File: config.mk
export PLATFORM = sky130hd
export DESIGN_NAME = roberto_uc
export DESIGN_NICKNAME = d
export VERILOG_FILES = /design/src/rtl/roberto_uc.sv
export SDC_FILE = /design/constraint.sdc
export NUM_CORES = 1
export LEC_CHECK = 0
export ABC_AREA = 1
export CORE_AREA = 10 10 47 49
export CTS_BUF_LIST = sky130_fd_sc_hd__clkbuf_2
export CTS_CLUSTER_DIAMETER = 150
export DETAILED_ROUTE_END_ITERATION = 12
export DIE_AREA = 0 0 57 59
export PLACE_DENSITY = 0.69
export RECOVER_POWER = 25
export SLEW_MARGIN = 10
export SYNTH_ARGS = -nofsm -noshare
export SYNTH_HDL_FRONTEND = slang
export SYNTH_SLANG_ARGS = --single-unit
File: constraint.sdc
create_clock -name clock -period 1.1 [get_ports clock]
set_input_delay 0.22 -clock clock [delete_from_list [all_inputs] [get_ports clock]]
set_output_delay 0.22 -clock clock [all_outputs]
set_load 0.01 [all_outputs]
File: src/rtl/roberto_uc.sv
// Control unit for the sensor measure/transmit loop: measures for one interval,
// then sends 4 characters (3 digits + '#') for each of 3 sensors over the serial link.
// Latency: strobes follow the registered state; backpressure: waits indefinitely
// on pronto_seg / pronto_serial, no timeout.
//
// Ports:
//   clock, reset          system clock, asynchronous active-low reset
//   ligar                 run enable, sampled only in INICIAL and FIM_CICLO
//   pronto_seg            measurement interval elapsed (used in ESPERA_MEDIDA only)
//   pronto_serial         transmitter done, level (used in ESPERA_TX only)
//   Q_2, Q_3              sensor index (0..2) and character index (0..3, 3 = '#')
//   zera_*                synchronous clears to the datapath
//   medir, partida_tx, carrega_disc, cont_seg, cont_2, cont_3   datapath strobes
//   pronto                one-cycle end-of-cycle pulse
//   db_estado             current state code
module roberto_uc (
  input  logic       clock,
  input  logic       reset,
  input  logic       ligar,
  input  logic       pronto_seg,
  input  logic       pronto_serial,
  input  logic [1:0] Q_2,
  input  logic [1:0] Q_3,
  output logic       zera_sensor,
  output logic       zera_serial,
  output logic       zera_seg,
  output logic       zera_2,
  output logic       zera_3,
  output logic       zera_disc,
  output logic       zera_servos,
  output logic       medir,
  output logic       partida_tx,
  output logic       carrega_disc,
  output logic       cont_seg,
  output logic       cont_2,
  output logic       cont_3,
  output logic       pronto,
  output logic [3:0] db_estado
);

  typedef enum logic [3:0] {
    INICIAL       = 4'b0000,
    PREPARA       = 4'b0001,
    MEDE          = 4'b0010,
    ESPERA_MEDIDA = 4'b0011,
    CARREGA       = 4'b0100,
    TRANSMITE     = 4'b0101,
    ESPERA_TX     = 4'b0110,
    PROX_CHAR     = 4'b0111,
    PROX_SENSOR   = 4'b1000,
    FIM_CICLO     = 4'b1001
  } state_t;

  localparam logic [1:0] LAST_CHAR   = 2'd3;
  localparam logic [1:0] LAST_SENSOR = 2'd2;

  state_t state;
  state_t next_state;

  // Index comparisons; Q_2/Q_3 come from registered datapath counters, so these
  // are stable across the whole cycle in which they are used.
  logic last_char;
  logic last_sensor;

  assign last_char   = (Q_3 == LAST_CHAR);
  assign last_sensor = (Q_2 == LAST_SENSOR);

  always_ff @(posedge clock or negedge reset) begin
    if (!reset) begin
      state <= INICIAL;
    end else begin
      state <= next_state;
    end
  end

  always_comb begin
    next_state   = INICIAL;
    zera_sensor  = 1'b0;
    zera_serial  = 1'b0;
    zera_seg     = 1'b0;
    zera_2       = 1'b0;
    zera_3       = 1'b0;
    zera_disc    = 1'b0;
    zera_servos  = 1'b0;
    medir        = 1'b0;
    partida_tx   = 1'b0;
    carrega_disc = 1'b0;
    cont_seg     = 1'b0;
    cont_2       = 1'b0;
    cont_3       = 1'b0;
    pronto       = 1'b0;

    case (state)
      INICIAL: begin
        next_state = ligar ? PREPARA : INICIAL;
      end

      PREPARA: begin
        zera_sensor = 1'b1;
        zera_serial = 1'b1;
        zera_seg    = 1'b1;
        zera_2      = 1'b1;
        zera_3      = 1'b1;
        zera_disc   = 1'b1;
        zera_servos = 1'b1;
        next_state  = MEDE;
      end

      // Trigger a measurement and restart the interval counter alongside it.
      MEDE: begin
        medir      = 1'b1;
        zera_seg   = 1'b1;
        next_state = ESPERA_MEDIDA;
      end

      ESPERA_MEDIDA: begin
        cont_seg   = 1'b1;
        next_state = pronto_seg ? CARREGA : ESPERA_MEDIDA;
      end

      // Latch the measured digits and point both indices at (0,0).
      CARREGA: begin
        carrega_disc = 1'b1;
        zera_2       = 1'b1;
        zera_3       = 1'b1;
        next_state   = TRANSMITE;
      end

      TRANSMITE: begin
        partida_tx = 1'b1;
        next_state = ESPERA_TX;
      end

      ESPERA_TX: begin
        next_state = pronto_serial ? PROX_CHAR : ESPERA_TX;
      end

      // The index strobes are qualified by the counter value so the character
      // index is never advanced past '#'.
      PROX_CHAR: begin
        if (last_char) begin
          next_state = PROX_SENSOR;
        end else begin
          cont_3     = 1'b1;
          next_state = TRANSMITE;
        end
      end

      PROX_SENSOR: begin
        if (last_sensor) begin
          next_state = FIM_CICLO;
        end else begin
          cont_2     = 1'b1;
          zera_3     = 1'b1;
          next_state = TRANSMITE;
        end
      end

      FIM_CICLO: begin
        pronto     = 1'b1;
        zera_seg   = 1'b1;
        next_state = ligar ? MEDE : INICIAL;
      end

      default: begin
        next_state = INICIAL;
      end
    endcase
  end

  assign db_estado = state;

endmodule

==> impl_metrics.csv <==
group,metric,value,unit
final_layout,seq_area,105,um2
sta,timing.final.crit_period,1.49,ns
sta,period_share,1.35,
pwr,p_leak,0.534,nW
place,dpl.cell_count,109,
die,die_x,57,um
setup_path,required,0.88,ns
place,post_dp_cell_area,719,um2
global_routing,grt_pass1_vias,573,
synth,synth_edf_count,0,
detailed_routing,drtPass1Iterations,4,
setup_path,reg2reg_depth,9,
worst_hold_path,hold_path.class,"primary input to asynchronous set/reset pin",
global_routing,antenna_found_initial,0,
pwr,p_seq_frac,0.134,
detailed_routing,wl,1.85,mm
final_layout,antenna_cells,0,
pwr,ir_worst_vdd,1.51,mV
cts,clk_pin_slew,0.04,ns
final_layout,fin_util,0.684,
place,finalWeightedCongestion,0.783,
die,fp.dieArea,3360,um2
final_layout,multi_input_area,278,um2
pwr,finalPower,0.00259,W
detailed_routing,ant_nets,0,
synth,synth.largest_area_cell,"dfrtp_1",
detailed_routing,drt_iter0_markers,8,
final_layout,design_area,958,um2
die,start_util,0.261,
sta,hold_ws,0.282,ns
cts,cts_buffers,3,
sta,fmax,672,MHz
cts,cts.sinks,4,
synth,synth_fp_nets,70,
pwr,netSwitchingFraction,0.455,
final_layout,drive_above_1_share,0.722,
sta,finalClockSkew,0.00180,ns
synth,synth-main-ff-cell,"dfrtp_1",
die,die_h,59,um
synth,synth_area,365,um2
cts,cts_tree,"built",
global_routing,grt_max_degree,6,
final_layout,num-fill-cells,115,
global_routing,grt_overflow_total,0,
setup_path,crit_path_end_kind,"output port",
sta,layout_setup_ws,-0.388,ns
job,drv_cap,0,
setup_path,cpPeakStageDelay,0.45,ns
setup_path,slowest_stage,"dfrtp_2",
sta,relSlewSlack,0.823,
sta,rsz0062_at_grt,"yes",
synth,synth_seq_cells,4,
place,portBuffers,26,
setup_path,worst-setup-path-type,"register to output port",
synth,yosysTopAreaCellShare,0.274,
final_layout,area_growth,162,%
sta,hold_viol,0,
pwr,p_int,0.00141,W
status,violations,"negative setup slack",
status,status,"finished, violations left",
die,core,1400,um2
synth,yosysWarnings,0,
global_routing,grt_pass1_wl,2.58,mm
pwr,pwr-share-clk,0.052,
cts,cts-root-buf,"clkbuf_2",
cts,insertion_delay,0.21,ns
synth,yosysUniqueCellTypes,16,
synth,ys_seq_area_frac,0.274,
sta,finalSetupViolations,21,
setup_path,worstPathMaxFanout,4,
die,rows,14,
setup_path,worstSetupStartpointType,"register",
detailed_routing,vias_per_cell,4.43,
place,hpwl,1.09,mm
die,ios,27,
setup_path,critPathArrivalTime,1.27,ns
detailed_routing,vias,580,
setup_path,path_cells,"buf_12, nor2_4, nand2_4, inv_4, buf_2",
global_routing,grt_use_total,0.0949,
detailed_routing,wl_per_cell,14.1,um
synth,synth_most_common_cell,"nand2_1",
sta,tightestPinTransition,0.264,ns
synth,syn_inst,61,
synth,synth_commonest_cells,"nand2_1 (16), inv_1 (13), nand3_1 (7)",
pwr,power_frac_comb,0.814,
pwr,switchingPower,0.00118,W
pwr,powerDensity,2700,nW/um2
synth,synthTopCellsByArea,"dfrtp_1 (27%), nand2_1 (16%), inv_1 (13%), nand3_1 (9.6%), buf_4 (6.2%)",
synth,async_flop_share,1.00,
final_layout,largest_register_ffs,4,
synth,synth_area_per_cell,5.99,um2
cts,htree_num_levels,1,
cts,clockBufferDepth,2,
sta,drv_slew,0,
final_layout,final-instance-count-excl-fill,131,
final_layout,nets,126,
detailed_routing,drc,0,
[worst paths after layout]
path / end / slack, ns / from
worst max register to register: db_estado[0] / -0.32 / db_estado[1]
max in group asynchronous: db_estado[0] / 0.63 / reset
worst max-delay path: zera_sensor / -0.39 / db_estado[1]
worst min register to register: db_estado[1] / 0.74 / db_estado[2]
min in group clock: db_estado[1] / 0.65 / ligar
worst min-delay path: db_estado[1] / 0.28 / reset
[through the flow]
stage | TNS (ns) | setup WS (ns)
final | -6.14 | -0.388
after global routing | -7.41 | -0.461
after CTS | -4.98 | -0.370
after detailed placement | -7.77 | -0.655
after global placement | -7.41 | -0.625
after floorplan | -0.0944 | -0.0437
[layout by cell type (no fill, tap or decap), types with 3 or more instances in the layout]
master           synthesis  final
dfrtp_2                  0      4
inv_2                    2      7
buf_2                    0      9
clkdlybuf4s50_1          0      7
clkbuf_2                 0      3
inv_1                   13      6
nand2_2                  2      6
nand3_1                  7      3
nand2_1                 16     11
buf_4                    3     19
nand3_2                  0      4
buf_6                    0     17
nor2_4                   1      5
[repair_timing]
action | in CTS | in global routing
setup endpoints to repair | 20 | 21
hold buffers | 0 | 0
setup buffers | 12 | 9
cloned | 0 | 0
gates resized for setup | 87 | 24
pin swaps | 9 | 11
[area by class of cell]
cell class,count,share of cell area
clock buffer,3,0.0157
multi-input combinational,39,0.290
timing repair buffer,54,0.500
tap,16,0.0209
inverter,15,0.0640
sequential,4,0.110
[per-layer routing]
metal | track usage | vias to the layer above | share of wire
li1 | - | 292 | -
met1 | 0.0910 | 264 | 0.35
met2 | 0.175 | 20 | 0.58
met3 | 0.0386 | 4 | 0.047
met4 | 0.0403 | 0 | 0.027
met5 | 0 | - | 0
[power groups by stage]
stage / Clock [W] / Combinational [W] / Sequential [W]
finish: 0.000134 / 0.00211 / 0.000348
global route: 0.000159 / 0.00225 / 0.000353
CTS: 0.000143 / 0.00165 / 0.000329
detailed placement: 0 / 0.00145 / 0.000354
global placement: 0 / 0.00144 / 0.000355
floorplan: 0 / 0.000724 / 0.000364
[kinds of logic after synthesis]
| logic type | after synthesis | share of synthesized area |
|---|---|---|
| AOI/OAI and AO/OA | 4 | 0.0754 |
| DFF | 4 | 0.274 |
| buffers and inverters | 18 | 0.216 |
| and+or+nand+nor | 35 | 0.435 |
[critical path, delay by kind of cell (launching register included)]
| kind | cells | cell delay, ns |
|---|---|---|
| flip-flops | 1 | 0.45 |
| buffers and inverters | 3 | 0.35 |
| AND/OR/NAND/NOR | 2 | 0.26 |
No activity file was read; power rests on OpenSTA's default activity.
